[src/rtl/memory_cycle_lsu.sv]
// Memory stage: turns loads/stores into a valid/ready data-memory transaction,
// stalls upstream while the access is outstanding, and drives the MEM/WB register.
module memory_cycle_lsu #(
    parameter int AW = 32,
    parameter int DW = 32
) (
    input  logic          clk,
    input  logic          rst,
    input  logic          RegWriteM,
    input  logic          MemWriteM,
    input  logic          ResultSrcM,
    input  logic [4:0]    RD_M,
    input  logic [31:0]   PCPlus4M,
    input  logic [31:0]   ALU_ResultM,
    input  logic [DW-1:0] WriteDataM,
    output logic          StallM,
    output logic          MisalignM,
    output logic          dmem_req_valid,
    input  logic          dmem_req_ready,
    output logic          dmem_we,
    output logic [AW-1:0] dmem_addr,
    output logic [DW-1:0] dmem_wdata,
    input  logic          dmem_rsp_valid,
    input  logic [DW-1:0] dmem_rdata,
    output logic          RegWriteW,
    output logic          ResultSrcW,
    output logic [4:0]    RD_W,
    output logic [31:0]   PCPlus4W,
    output logic [31:0]   ALU_ResultW,
    output logic [DW-1:0] ReadDataW
);

    typedef enum logic [1:0] {
        IDLE     = 2'd0,
        WAIT_ACK = 2'd1,
        WAIT_RSP = 2'd2
    } state_t;

    state_t state_q, state_d;

    logic          access;
    logic          misal;
    logic          load_done;

    logic          reg_write_q, reg_write_d;
    logic          result_src_q, result_src_d;
    logic [4:0]    rd_q, rd_d;
    logic [31:0]   pc_plus4_q, pc_plus4_d;
    logic [31:0]   alu_result_q, alu_result_d;
    logic [DW-1:0] read_data_q, read_data_d;

    assign access = MemWriteM | ResultSrcM;
    assign misal  = access & (ALU_ResultM[1:0] != 2'b00);

    // Address/data come straight from EX/MEM; the stall keeps them stable.
    assign dmem_we        = MemWriteM;
    assign dmem_addr      = ALU_ResultM[AW-1:0];
    assign dmem_wdata     = WriteDataM;
    assign dmem_req_valid = access & ~misal & ((state_q == IDLE) | (state_q == WAIT_ACK));
    assign MisalignM      = misal & (state_q == IDLE);

    always_comb begin
        state_d   = state_q;
        StallM    = 1'b0;
        load_done = 1'b0;
        case (state_q)
            IDLE: begin
                if (access && !misal) begin
                    if (!dmem_req_ready) begin
                        state_d = WAIT_ACK;
                        StallM  = 1'b1;
                    end else if (!MemWriteM) begin
                        state_d = WAIT_RSP;
                        StallM  = 1'b1;
                    end
                end
            end
            WAIT_ACK: begin
                if (!dmem_req_ready) begin
                    StallM = 1'b1;
                end else if (MemWriteM) begin
                    state_d = IDLE;
                end else begin
                    state_d = WAIT_RSP;
                    StallM  = 1'b1;
                end
            end
            WAIT_RSP: begin
                if (dmem_rsp_valid) begin
                    state_d   = IDLE;
                    load_done = 1'b1;
                end else begin
                    StallM = 1'b1;
                end
            end
            default: state_d = IDLE;
        endcase
    end

    // While stalled, writeback sees a bubble; payload fields simply hold.
    always_comb begin
        reg_write_d  = RegWriteM & ~misal;
        result_src_d = ResultSrcM;
        rd_d         = RD_M;
        pc_plus4_d   = PCPlus4M;
        alu_result_d = ALU_ResultM;
        read_data_d  = load_done ? dmem_rdata : read_data_q;
        if (StallM) begin
            reg_write_d  = 1'b0;
            result_src_d = 1'b0;
            rd_d         = rd_q;
            pc_plus4_d   = pc_plus4_q;
            alu_result_d = alu_result_q;
        end
    end

    always_ff @(posedge clk) begin
        if (rst) begin
            state_q      <= IDLE;
            reg_write_q  <= 1'b0;
            result_src_q <= 1'b0;
            rd_q         <= 5'd0;
            pc_plus4_q   <= 32'd0;
            alu_result_q <= 32'd0;
            read_data_q  <= '0;
        end else begin
            state_q      <= state_d;
            reg_write_q  <= reg_write_d;
            result_src_q <= result_src_d;
            rd_q         <= rd_d;
            pc_plus4_q   <= pc_plus4_d;
            alu_result_q <= alu_result_d;
            read_data_q  <= read_data_d;
        end
    end

    assign RegWriteW   = reg_write_q;
    assign ResultSrcW  = result_src_q;
    assign RD_W        = rd_q;
    assign PCPlus4W    = pc_plus4_q;
    assign ALU_ResultW = alu_result_q;
    assign ReadDataW   = read_data_q;

endmodule

[config.mk]
export PLATFORM = sky130hd
export DESIGN_NAME = memory_cycle_lsu
export DESIGN_NICKNAME = d
export VERILOG_FILES = /design/src/rtl/memory_cycle_lsu.sv
export SDC_FILE = /design/constraint.sdc
export NUM_CORES = 1
export LEC_CHECK = 0
export ABC_AREA = 1
export CAP_MARGIN = 20
export CORE_UTILIZATION = 25
export DETAILED_ROUTE_END_ITERATION = 10
export SLEW_MARGIN = 0
export SYNTH_ARGS = -nofsm -noshare
export SYNTH_HDL_FRONTEND = slang
export SYNTH_SLANG_ARGS = --single-unit
[constraint.sdc]
create_clock -name clk -period 2.14 [get_ports clk]
set_input_delay 0.321 -clock clk [delete_from_list [all_inputs] [get_ports clk]]
set_output_delay 0.321 -clock clk [all_outputs]
set_load 0.005 [all_outputs]
* Yosys cells after proc, flatten, opt, wreduce, memory -nomap -nowiden
Cells that the tools add are included.
** Storage, ports and cells
- Logic and storage cells :: 41
- Register bits after elaboration :: 105
- Output and inout port bits :: 171
** Operators by class
- Mux-type cells :: 14
- Equality and inequality tests :: 6
- Bitwise operators :: 8
- Reduce and logical (&&, ||, !) cells :: 6
** Operators with widths (number)
- 2-to-1 mux 2 bit :: 6
- 2-to-1 mux 1 bit :: 6
- one-hot mux 2 bit (3 select lines) :: 1
- bitwise AND 1 bit :: 5
- != test 2 bit (second input constant) :: 2
- AND reduction 4 bit :: 1
- != test 3 bit (second input constant) :: 1
- one-hot mux 1 bit (3 select lines) :: 1
- equality test 2 x 1 -> 1 bit (second input constant) :: 1
- equality test 2 bit (second input constant) :: 1
- logical NOT 2 bit :: 1
- != test 2 x 1 -> 1 bit (second input constant) :: 1
- bitwise OR 1 bit :: 2
- nonzero test 2 bit :: 1
- OR reduction 2 bit :: 1
- logical AND 1 bit :: 1
- logical NOT 1 bit :: 1
- inverter 1 bit :: 1

* Logic depth before layout (Yosys ltp)
- Depth in word-level cells :: 7
- Mapped depth :: 10

* Worst setup path before layout
No wires, ideal clock.
- Path kind :: reg-to-output
- Start point :: register state_q[1]
- End point :: output StallM
- Buffers on the path :: 2
- Data required time :: 1.819 ns
- Arrival :: 1.020 ns
- Setup slack :: 0.799 ns
- Cell stages (with the launch flop) :: 8
- Path through :: dfxtp_1 > buf_2 > nor2_2 > nand2_1 > inv_2 > nand2_2 > buf_2 > nand2_2
** Between the ends
- Cells in the longest elaborated chain, start to end :: 2
** Ends and longest elaborated chain
- start: declaration :: line 39 : state_t state_q, state_d;
- start signal: assignment :: line 127 : state_q <= state_d;
- equality test 2 bit, or another cell as far along :: line 66 : case (state_q)
- one-hot mux 1 bit (3 select lines) * :: line 66
- end: declaration :: line 16 : output logic StallM,
Mark *: on every way between the ends. The rest lies on a longest branch, timed or not.

* Worst setup path after layout
- Start point :: input ALU_ResultM[1]
- End point :: output MisalignM
** Between the ends
- Cells in the longest elaborated chain, start to end :: 3
** Ends and longest elaborated chain
- start: declaration :: line 14 : input logic [31:0] ALU_ResultM,
- nonzero test 2 bit :: line 53 : assign misal = access & (ALU_ResultM[1:0] != 2'b00);
- bitwise AND 1 bit :: line 53
- bitwise AND 1 bit :: line 60 : assign MisalignM = misal & (state_q == IDLE);
- end: declaration :: line 17 : output logic MisalignM,
Every way passes these cells.

==> results.cfg <==
[timing]
tns_ns = 0
timing.final.max_slew_violations = 0
clock_skew_ns = 0.00946
timing.fmax_ghz = 0.483
fin_crit_sh_pct = 96.7
hold_violations = 0
layout_min_cycle_time_ns = 2.07
slew_headroom_pct = 77.9
worstMarginPinSlew_ns = 0.331
rsz0062_at_grt = no
finalSetupViolCount = 0

[worst_setup_path]
reg2reg_depth = 9
critPathCaptureType = primary output
crit_start = ALU_ResultM[1]
required_ns = 1.82
cp.arrival_ns = 1.75
r2r-start = state_q[0]$_SDFFE_PP0P_
critPathKind = input port to primary output
crit_end = MisalignM
cp_max_fo = 3
rrSetupSlack_ns = 0.61
start_kind = input port
r2r_end = ALU_ResultW[7]$_SDFFE_PP0N_

[clocking]
clkSinkCount = 105
clk_pin_slew_ns = 0.06
cts_tree = yes
cts-buffers-inserted = 9
cts_root_buf = clkbuf_16
cts-htree-levels = 3
cts_max_path_buffers = 2
post_cts.repair.setup_buffers = 0
clk-insertion-delay-late_ns = 0.35

[routing]
drt_iter0_markers = 186
wirelength_um = 13900
wl_met3_um = 899
viasPerCell = 4.24
drc = 0
routed.top_layer = met4
wl_met1_um = 6170
wl_met2_um = 6470
first_pass_iters = 4
via_count = 4363
wire_per_inst_um = 13.5
ant_nets = 0

[logic_synthesis]
synthCells = 631
synth_most_common_cell = nor2_1
syn-num-nets = 771
synth_area_per_cell_um2 = 7.50
async_flop_share_pct = 0
ys_seq_area_share_pct = 44.4
synth_top_area_cell = dfxtp_1
ys_ff_latch = 105
synth_top_area_share_pct = 44.4
synthesis.area_mm2 = 0.00473
synth_commonest_cells = 145 x nor2_1, 105 x dfxtp_1, 82 x nand2_1
synth_ff_type = dfxtp_1
ys_warn_count = 0
synth_edf_count = 0
synthDistinctLibCells = 17
synthTopCellsByArea = dfxtp_1 44%, nor2_1 11%, buf_4 10%, nand3b_1 10%, nand2_1 6.5%

[pwr]
ir_drop_mv = 0.342
leakagePower_nw = 3.08
powerDensity_mw_per_mm2 = 689

[cells_and_area]
fillCellCount = 1902
post-route-util_pct = 40.1
final_nets = 938
antennaDiodeCount = 0
drive_above_1_share_pct = 5.37
syn_to_final_growth_pct = 54.9

[worst_hold_path]
min_path_type = register to register

[floorplan]
die_w_um = 140
core_area_mm2 = 0.0183
initial_core_util_pct = 25.9
rows = 49
die-area_mm2 = 0.0195
ios = 311
die_h_um = 140

[grt]
grt_pass1_wl_um = 21500
first_global_vias = 3983
grt-ovfl-total = 0
gr-usage-all-layers_pct = 14.1
antenna_found_initial = 0
grt_max_degree = 66

[placement]
portBuffers = 246
dpl.hpwl_um = 10000
gp_congestion = 0.837

[flow_run]
max_cap_viol_count = 0

[run_status]
status = finished clean
## where the power goes
| part | internal, mW | switching [mW] | leakage (nW) |
|---|---|---|---|
| Clock | 1.08 | 0.715 | 0.157 |
| Combinational | 0.652 | 0.423 | 2.06 |
| Sequential | 2.11 | 0.0773 | 0.868 |
| Total | 3.84 | 1.21 | 3.08 |
## kinds of logic after synthesis
| kind of cell | Yosys count | synth area share [%] |
|---|---|---|
| buffers and inverters | 149 | 18.1 |
| AOI/OAI and AO/OA | 68 | 7.19 |
| and+or+nand+nor | 309 | 30.3 |
| DFF | 105 | 44.4 |
## through the flow
step / std cells / power [mW] / hold slack [ns] / area, µm² / worst slack [ns]
2_1_floorplan: 631 / 2.71 / 0.390 / 4730 / 0.799
3_3_place_gp: 1016 / 3.31 / 0.430 / 7000 / 0.0391
3_5_place_dp: 1016 / 3.32 / 0.434 / 7000 / 0.0353
4_1_cts: 1030 / 5.14 / 0.444 / 7320 / 0.0326
5_1_grt: 1030 / 5.33 / 0.457 / 7330 / 0.0140
6_report: 1030 / 5.05 / 0.442 / 7330 / 0.0710
## sequential cells by signal, indices dropped and copies added, names as in the netlist
name,flops
RD_W,5
state_q,2
RegWriteW,1
ReadDataW,32
PCPlus4W,32
ALU_ResultW,32
ResultSrcW,1
## critical path, stage by stage
cell and delay, ns:
clkdlybuf4s50_1 0.50, inv_1 0.06, nand2_1 0.12, nand2_1 0.08, nor3_1 0.13, clkdlybuf4s50_1 0.53
## per-layer routing
layer | GRT usage (%) | up-vias
li1 | - | 2235
met1 | 17.1 | 1964
met2 | 23.0 | 140
met3 | 3.96 | 24
met4 | 6.54 | 0
met5 | 0 | -
## final cells by class
type | instances | area, µm² | share of cell area (%)
clock buffer | 11 | 253 | 3.45
clock inverter | 3 | 65.1 | 0.887
inverter | 45 | 169 | 2.30
multi-input combinational | 377 | 1800 | 24.5
sequential | 105 | 2100 | 28.7
tap | 229 | 287 | 3.91
timing repair buffer | 260 | 2660 | 36.3
## placed cells by master (no fill, tap or decap)
cell               n
dlymetal6s2s_1     2
dfxtp_1          104
buf_12             7
nor2_1           143
nor2_2             3
nand2_2            3
buf_4              7
inv_2              5
o21ai_1            1
nand3b_1          66
nor3_1             3
inv_1             40
a21oi_1           34
nor2_4             2
nand3_1            6
clkbuf_8           2
clkdlybuf4s50_1  244
dfxtp_2            1
nand2_1           82
nand3_2            1
bufinv_16          2
clkbuf_16          9
clkinv_2           1
o21ai_0           33
## worst min-delay path by stage
stage | startpoint | to | slack [ns] | cells after the start
after floorplan | rst | state_q[1]$_SDFFE_PP0P_ | 0.39 | 1
after global placement | ReadDataW[10]$_SDFFE_PP0P_ | ReadDataW[10]$_SDFFE_PP0P_ | 0.43 | 2
after detailed placement | ReadDataW[29]$_SDFFE_PP0P_ | ReadDataW[29]$_SDFFE_PP0P_ | 0.43 | 2
after CTS | ReadDataW[29]$_SDFFE_PP0P_ | ReadDataW[29]$_SDFFE_PP0P_ | 0.44 | 2
after global routing | ReadDataW[0]$_SDFFE_PP0P_ | ReadDataW[0]$_SDFFE_PP0P_ | 0.46 | 2
final | ReadDataW[23]$_SDFFE_PP0P_ | ReadDataW[23]$_SDFFE_PP0P_ | 0.44 | 2
## timing repair
| action | 4_1_cts | 5_1_grt |
|---|---|---|
| hold buffers | 0 | 0 |
| setup endpoints to repair | 0 | 3 |
| resized for setup | 0 | 5 |
Note: power is estimated with default switching activity, not from simulation.
